--- config.mk ---
export PLATFORM = sky130hd
export DESIGN_NAME = rom_loader
export DESIGN_NICKNAME = d
export VERILOG_FILES = /design/src/rtl/rom_loader.sv
export SDC_FILE = /design/constraint.sdc
export NUM_CORES = 1
export LEC_CHECK = 0
export CELL_PAD_IN_SITES_DETAIL_PLACEMENT = 1
export CELL_PAD_IN_SITES_GLOBAL_PLACEMENT = 2
export CORE_MARGIN = 3
export CORE_UTILIZATION = 37
export DETAILED_ROUTE_END_ITERATION = 16
export PLACE_DENSITY_LB_ADDON = 0.1
export SYNTH_ARGS = -nofsm -noshare
export SYNTH_HDL_FRONTEND = slang
export SYNTH_SLANG_ARGS = --single-unit
--- constraint.sdc ---
create_clock -name CLK -period 2 [get_ports CLK]
set_input_delay 0.4 -clock CLK [delete_from_list [all_inputs] [get_ports CLK]]
set_output_delay 0.4 -clock CLK [all_outputs]
set_load 0.01 [all_outputs]
--- src/rtl/rom_loader.sv ---
// 16x8 program RAM filled by a valid/ready byte loader; CPU reads mem[SW] combinationally.
// One write per accepted byte (wr_ready registered from state only); wr_valid low simply stalls.
module rom_loader #(
    parameter bit CLR_ON_START = 1'b1
) (
    input  logic       CLK,
    input  logic       RST,
    input  logic       start,
    input  logic       wr_valid,
    input  logic [7:0] wr_data,
    output logic       wr_ready,
    input  logic [3:0] SW,
    output logic [7:0] LEDR,
    output logic       busy,
    output logic       done,
    output logic [4:0] wptr,
    output logic [7:0] csum
);

    typedef enum logic [1:0] {
        S_IDLE = 2'd0,
        S_LOAD = 2'd1,
        S_DONE = 2'd2
    } state_t;

    state_t      r_state;
    logic [7:0]  r_mem [16];
    logic [4:0]  r_wptr;
    logic [7:0]  r_csum;
    logic        r_wr_ready;
    logic        r_busy;
    logic        r_done;
    logic        w_xfer;

    // r_wr_ready is only ever high in LOAD, so it doubles as the state qualifier.
    assign w_xfer = wr_valid & r_wr_ready;

    always_ff @(posedge CLK or negedge RST) begin
        if (!RST) begin
            r_state    <= S_IDLE;
            r_wptr     <= 5'd0;
            r_csum     <= 8'h00;
            r_wr_ready <= 1'b0;
            r_busy     <= 1'b0;
            r_done     <= 1'b0;
            for (int i = 0; i < 16; i++) begin
                r_mem[i] <= 8'h00;
            end
        end else begin
            case (r_state)
                S_IDLE, S_DONE: begin
                    if (start) begin
                        r_state    <= S_LOAD;
                        r_wr_ready <= 1'b1;
                        r_busy     <= 1'b1;
                        r_done     <= 1'b0;
                        r_wptr     <= 5'd0;
                        r_csum     <= 8'h00;
                        if (CLR_ON_START) begin
                            for (int i = 0; i < 16; i++) begin
                                r_mem[i] <= 8'h00;
                            end
                        end
                    end
                end
                S_LOAD: begin
                    // start is deliberately ignored here so an in-flight image is never disturbed.
                    if (w_xfer) begin
                        r_mem[r_wptr[3:0]] <= wr_data;
                        r_wptr             <= r_wptr + 5'd1;
                        r_csum             <= r_csum + wr_data;
                        if (r_wptr == 5'd15) begin
                            r_state    <= S_DONE;
                            r_wr_ready <= 1'b0;
                            r_busy     <= 1'b0;
                            r_done     <= 1'b1;
                        end
                    end
                end
                default: begin
                    r_state    <= S_IDLE;
                    r_wr_ready <= 1'b0;
                    r_busy     <= 1'b0;
                    r_done     <= 1'b0;
                end
            endcase
        end
    end

    assign wr_ready = r_wr_ready;
    assign busy     = r_busy;
    assign done     = r_done;
    assign wptr     = r_wptr;
    assign csum     = r_csum;
    assign LEDR     = r_mem[SW];

endmodule

## After elaboration in Yosys (flattened, before gate mapping)

Index checks and enable logic that the tools add are counted.

| word-level totals | value |
|---|---|
| bits of input ports | 16 |
| register bits after elaboration | 145 |
| logic and storage cells | 68 |

| operators by class | value |
|---|---|
| reductions and logical operators | 6 |
| magnitude comparators | 3 |
| bitwise logic cells | 3 |
| add/sub/neg operators | 2 |
| eq/ne operators | 6 |
| mux-type cells | 27 |

Operators with widths:

| operator | count |
|---|---|
| two-way mux 128 bit | 2 |
| case mux 128 bit (2 select lines) | 1 |
| bitwise mux 128 bit | 1 |
| two-way mux 8 bit | 5 |
| binary-select mux 8 bit (select 4 bit) | 1 |
| demux 8 bit (select 4 bit) | 1 |
| case mux 8 bit (2 select lines) | 1 |
| greater-or-equal comparator 5 bit, second input constant | 2 |
| two-way mux 5 bit | 2 |
| inverter 4 -> 5 bit | 2 |
| case mux 5 bit (2 select lines) | 1 |
| adder 8 bit | 1 |
| two-way mux 1 bit | 6 |
| two-way mux 2 bit | 3 |
| inequality test 2 bit, second input constant | 3 |
| AND reduction 3 bit | 2 |
| adder 5 x 1 -> 5 bit, second input constant | 1 |
| equality test 5 x 4 -> 1 bit, second input constant | 1 |
| less-than comparator 5 x 1 -> 1 bit, second input constant | 1 |
| case mux 1 bit (2 select lines) | 2 |
| case mux 2 bit (2 select lines) | 1 |
| equality test 2 x 1 -> 1 bit, second input constant | 1 |
| equality test 2 bit, second input constant | 1 |
| logical NOT 2 bit | 1 |
| 4 further kinds | 4 |

## Logic depth before layout (Yosys ltp)

| logic depth | value |
|---|---|
| depth after elaboration | 8 |
| depth in mapped cells | 8 |
| depth with buffers taken out | 7 |

## Worst setup path before layout

No wires, ideal clock.

| timing | value |
|---|---|
| kind | input port to output port |
| start point | in SW[0] |
| end point | out LEDR[0] |
| required time | 1600 ps |
| path slack | -73 ps |
| arrival time | 1673 ps |
| cell stages on the path | 4 |
| cell sequence | buf_6 -> buf_8 -> mux4_1 -> mux4_2 |

| between the ends | value |
|---|---|
| word-level cells in the longest chain between the ends | 4 |

Ends and longest elaborated chain:

| item | line | RTL |
|---|---|---|
| start: declaration | 12 | `input logic [3:0] SW,` |
| inverter 4 -> 5 bit (not written as such) | 95 | `assign LEDR = r_mem[SW];` |
| binary-select mux 8 bit (select 4 bit) | 95 |  |
| two-way mux 8 bit (not written as such) (2 in a row) | 95 |  |
| end: declaration | 13 | `output logic [7:0] LEDR,` |

Every way passes these cells. The select of a mux whose other input is x is not followed.

## Final worst setup path

| timing | value |
|---|---|
| start point | reg r_mem[12] in the netlist's numbering |
| end point | out LEDR[4] |

| between the ends | value |
|---|---|
| word-level cells in the longest chain between the ends | 3 |

Ends and longest elaborated chain:

| item | line | RTL |
|---|---|---|
| start: declaration | 27 | `logic [7:0] r_mem [16];` |
| start signal: indexed assignment | 69 | `r_mem[r_wptr[3:0]] <= wr_data;` |
| binary-select mux 8 bit (select 4 bit) | 95 |  |
| two-way mux 8 bit (not written as such) (2 in a row) | 95 |  |

Every way passes these cells. The select of a mux whose other input is x is not followed.

==> impl_metrics.env <==
export IMPL_status="finished, violations left"
export IMPL_violations="negative setup slack"
export IMPL_tns_ns=-2.67
export IMPL_routed_via_density=5.72
export IMPL_wl_met1_mm=9.71
export IMPL_place_gp_congestion=0.773
export IMPL_h_tree_depth=4
export IMPL_period_minus_slack_ns=2.36
export IMPL_crit_type="reg -> out"
export IMPL_layout_common_cells="142 x nand3_1, 141 x dfrtp_1, 124 x o21ai_0"
export IMPL_ys_ff_latch=144
export IMPL_synth_top_family_by_area="simple AND/OR/NAND/NOR gates"
export IMPL_cp_end_kind="primary output"
export IMPL_fin_crit_sh=1.18
export IMPL_ant_nets=0
export IMPL_synth_edf_count=0
export IMPL_synthXorXnorAreaFrac=0.00626
export IMPL_initial_core_util=0.383
export IMPL_drive_gt1_frac=0.248
export IMPL_worstReg2RegEnd="csum[6]"
export IMPL_first_pass_iters=4
export IMPL_drc=0
export IMPL_cts_path_max_buffers=2
export IMPL_antenna_found_initial=0
export IMPL_diodes=0
export IMPL_r2r_start="csum[0]"
export IMPL_syn2layout_area_growth_pct=25.6
export IMPL_syn_nets=647
export IMPL_synth_avg_cell_area_um2=11.3
export IMPL_place_hpwl_mm=14.3
export IMPL_worst_ep_required_time_ns=1.60
export IMPL_overflow=0
export IMPL_reg2reg_slack_ns=0.17
export IMPL_cts_made_buffers=17
export IMPL_insertion_delay_ns=0.42
export IMPL_ir_worst_vdd_mv=0.578
export IMPL_wl_met3_um=801
export IMPL_pre_cts_ws_ns=-0.902
export IMPL_grt_pass1_vias=5920
export IMPL_synth_area_mm2=0.00699
export IMPL_finalMaxSlewViolations=0
export IMPL_cp_arrival_ns=1.96
export IMPL_synth_top_area_share=0.515
export IMPL_synth_warnings=0
export IMPL_crit_fanout=2
export IMPL_routed_wl_mm=21.3
export IMPL_die_area_mm2=0.0206
export IMPL_grt_max_degree=84
export IMPL_async_reset_ff_frac=1.00
export IMPL_cts_tree="done"
export IMPL_fin_ws_ns=-0.360
export IMPL_final_nets=727
export IMPL_worstRegToRegCells=7
export IMPL_rows=49
export IMPL_worstMarginPinSlew_ns=0.553
export IMPL_fmax_mhz=424
export IMPL_cts_root_buf="clkbuf_16"
export IMPL_drv_cap=0
export IMPL_relSlewSlack=0.630
export IMPL_clkTransAtPathRegs_ns=0.06
export IMPL_yosysTopAreaCell="dfrtp_1"
export IMPL_die_y_um=143
export IMPL_rsz0062_at_grt="yes"
export IMPL_synth_compound_area_frac=0.115
export IMPL_grt_pass1_wl_mm=34.2
export IMPL_netlist_top_cells_area="dfrtp_1 52%, nand3_1 10%, mux4_1 9.0%"
export IMPL_cts_sinks=144
export IMPL_routedWlPerCell_um=22.7
export IMPL_die_width_um=143
export IMPL_ys_flop_type="dfrtp_1"
export IMPL_io_buffer_count=39
export IMPL_p_leak_uw=0.00389
export IMPL_top_layer_used="met4"
export IMPL_startpoint_type="flip-flop"
export IMPL_post_route_util=0.481
export IMPL_wl_met2_mm=10.6
export IMPL_yosysUniqueCellTypes=42
export IMPL_yosysSeqAreaShare=0.515
export IMPL_synth_adder_area_share=0.0243
export IMPL_synth_area_mux_share=0.146
export IMPL_vias=5370
export IMPL_finalSetupViolations=8
export IMPL_finalHoldViolCount=0
export IMPL_track_usage=0.220
export IMPL_clock_skew_ns=0.00804
export IMPL_synth_simple_area_share=0.151
export IMPL_io_pins=40
export IMPL_final_common_cell="nand3_1"
export IMPL_core_mm2=0.0183
export IMPL_p_per_area_mw_per_mm2=1030
export IMPL_hold_class="in -> async"
export IMPL_initialDrtViolationCount=437
export IMPL_synthCells=618
[registers in the layout (all words and copies together), names as in the netlist]
register	flops
csum	8
r_state	1
busy	1
r_mem	128
done	1
wptr	5
[Yosys cell counts, types with 2 or more instances]
| cell | count |
|---|---|
| and3_1 | 4 |
| a21oi_1 | 4 |
| dfrtp_1 | 144 |
| nor2_1 | 5 |
| o21ai_0 | 124 |
| clkbuf_1 | 21 |
| mux2i_1 | 3 |
| nand2b_1 | 2 |
| nor3_1 | 3 |
| nand3_2 | 8 |
| a21o_1 | 4 |
| buf_6 | 2 |
| buf_1 | 15 |
| inv_1 | 4 |
| nand4_1 | 5 |
| nand3_1 | 142 |
| mux4_2 | 16 |
| xor2_1 | 4 |
| nand2_1 | 22 |
| o21ai_1 | 13 |
| nor2b_1 | 3 |
| ha_1 | 12 |
| buf_8 | 2 |
| mux4_1 | 24 |
| a211oi_1 | 2 |
| buf_2 | 14 |
[cell families (layout without fill, tap and decap cells)]
family | Yosys count | after routing
flops | 144 | 144
buf+inv | 60 | 152
simple gates | 200 | 200
xor+xnor | 5 | 5
mux | 43 | 43
compound gates | 153 | 153
fa+ha+maj | 13 | 13
[timing repair]
item	4_1_cts	5_1_grt
pin swaps	0	1
setup buffers	2	2
gates cloned	2	0
hold buffers	1	0
endpoints found under the setup margin	10	13
resized for setup	49	6
endpoints found under the hold margin	38	0
[stage by stage]
stage | cells | instance area [µm²] | hold WS, ns | total power, µW
after detailed placement | 901 | 8080 | 0.356 | 5990
after CTS | 937 | 8750 | 0.474 | 9130
after global routing | 939 | 8780 | 0.485 | 9580
after global placement | 901 | 8080 | 0.350 | 5870
final | 939 | 8780 | 0.466 | 9040
after floorplan | 618 | 6930 | 0.104 | 4900
[routing by layer]
metal  vias up  global-route usage
li1       2465                   -
met1      2809               0.306
met2        82               0.360
met3        14              0.0409
met5         -                   0
met4         0              0.0555
[layout make-up]
cell class | count | area (µm²)
timing repair buffer | 117 | 1270
fill | 1971 | 9490
tap | 229 | 287
multi-input combinational | 414 | 3030
inverter | 4 | 15.0
clock buffer | 20 | 467
sequential | 144 | 3610
clock inverter | 11 | 105
[worst max-delay path by stage]
stage                    from       to  cells after the start
detailed placement      SW[1]  LEDR[0]                      5
global placement        SW[1]  LEDR[0]                      5
CTS                 r_mem[12]  LEDR[4]                      3
finish              r_mem[12]  LEDR[4]                      3
floorplan               SW[0]  LEDR[0]                      4
global route         r_mem[7]  LEDR[7]                      3
[worst max-delay path: stages (launching register included)]
cell	delay (ns)
dfrtp_1	0.42
mux4_2	0.47
mux4_2	0.51
buf_6	0.14
[where the power goes]
part | switching, µW | internal [µW] | leakage [µW]
clock network | 1240 | 1810 | 0.000271
logic | 1100 | 1130 | 0.00164
registers | 375 | 3380 | 0.00197
(Power assumes the default switching activity.)
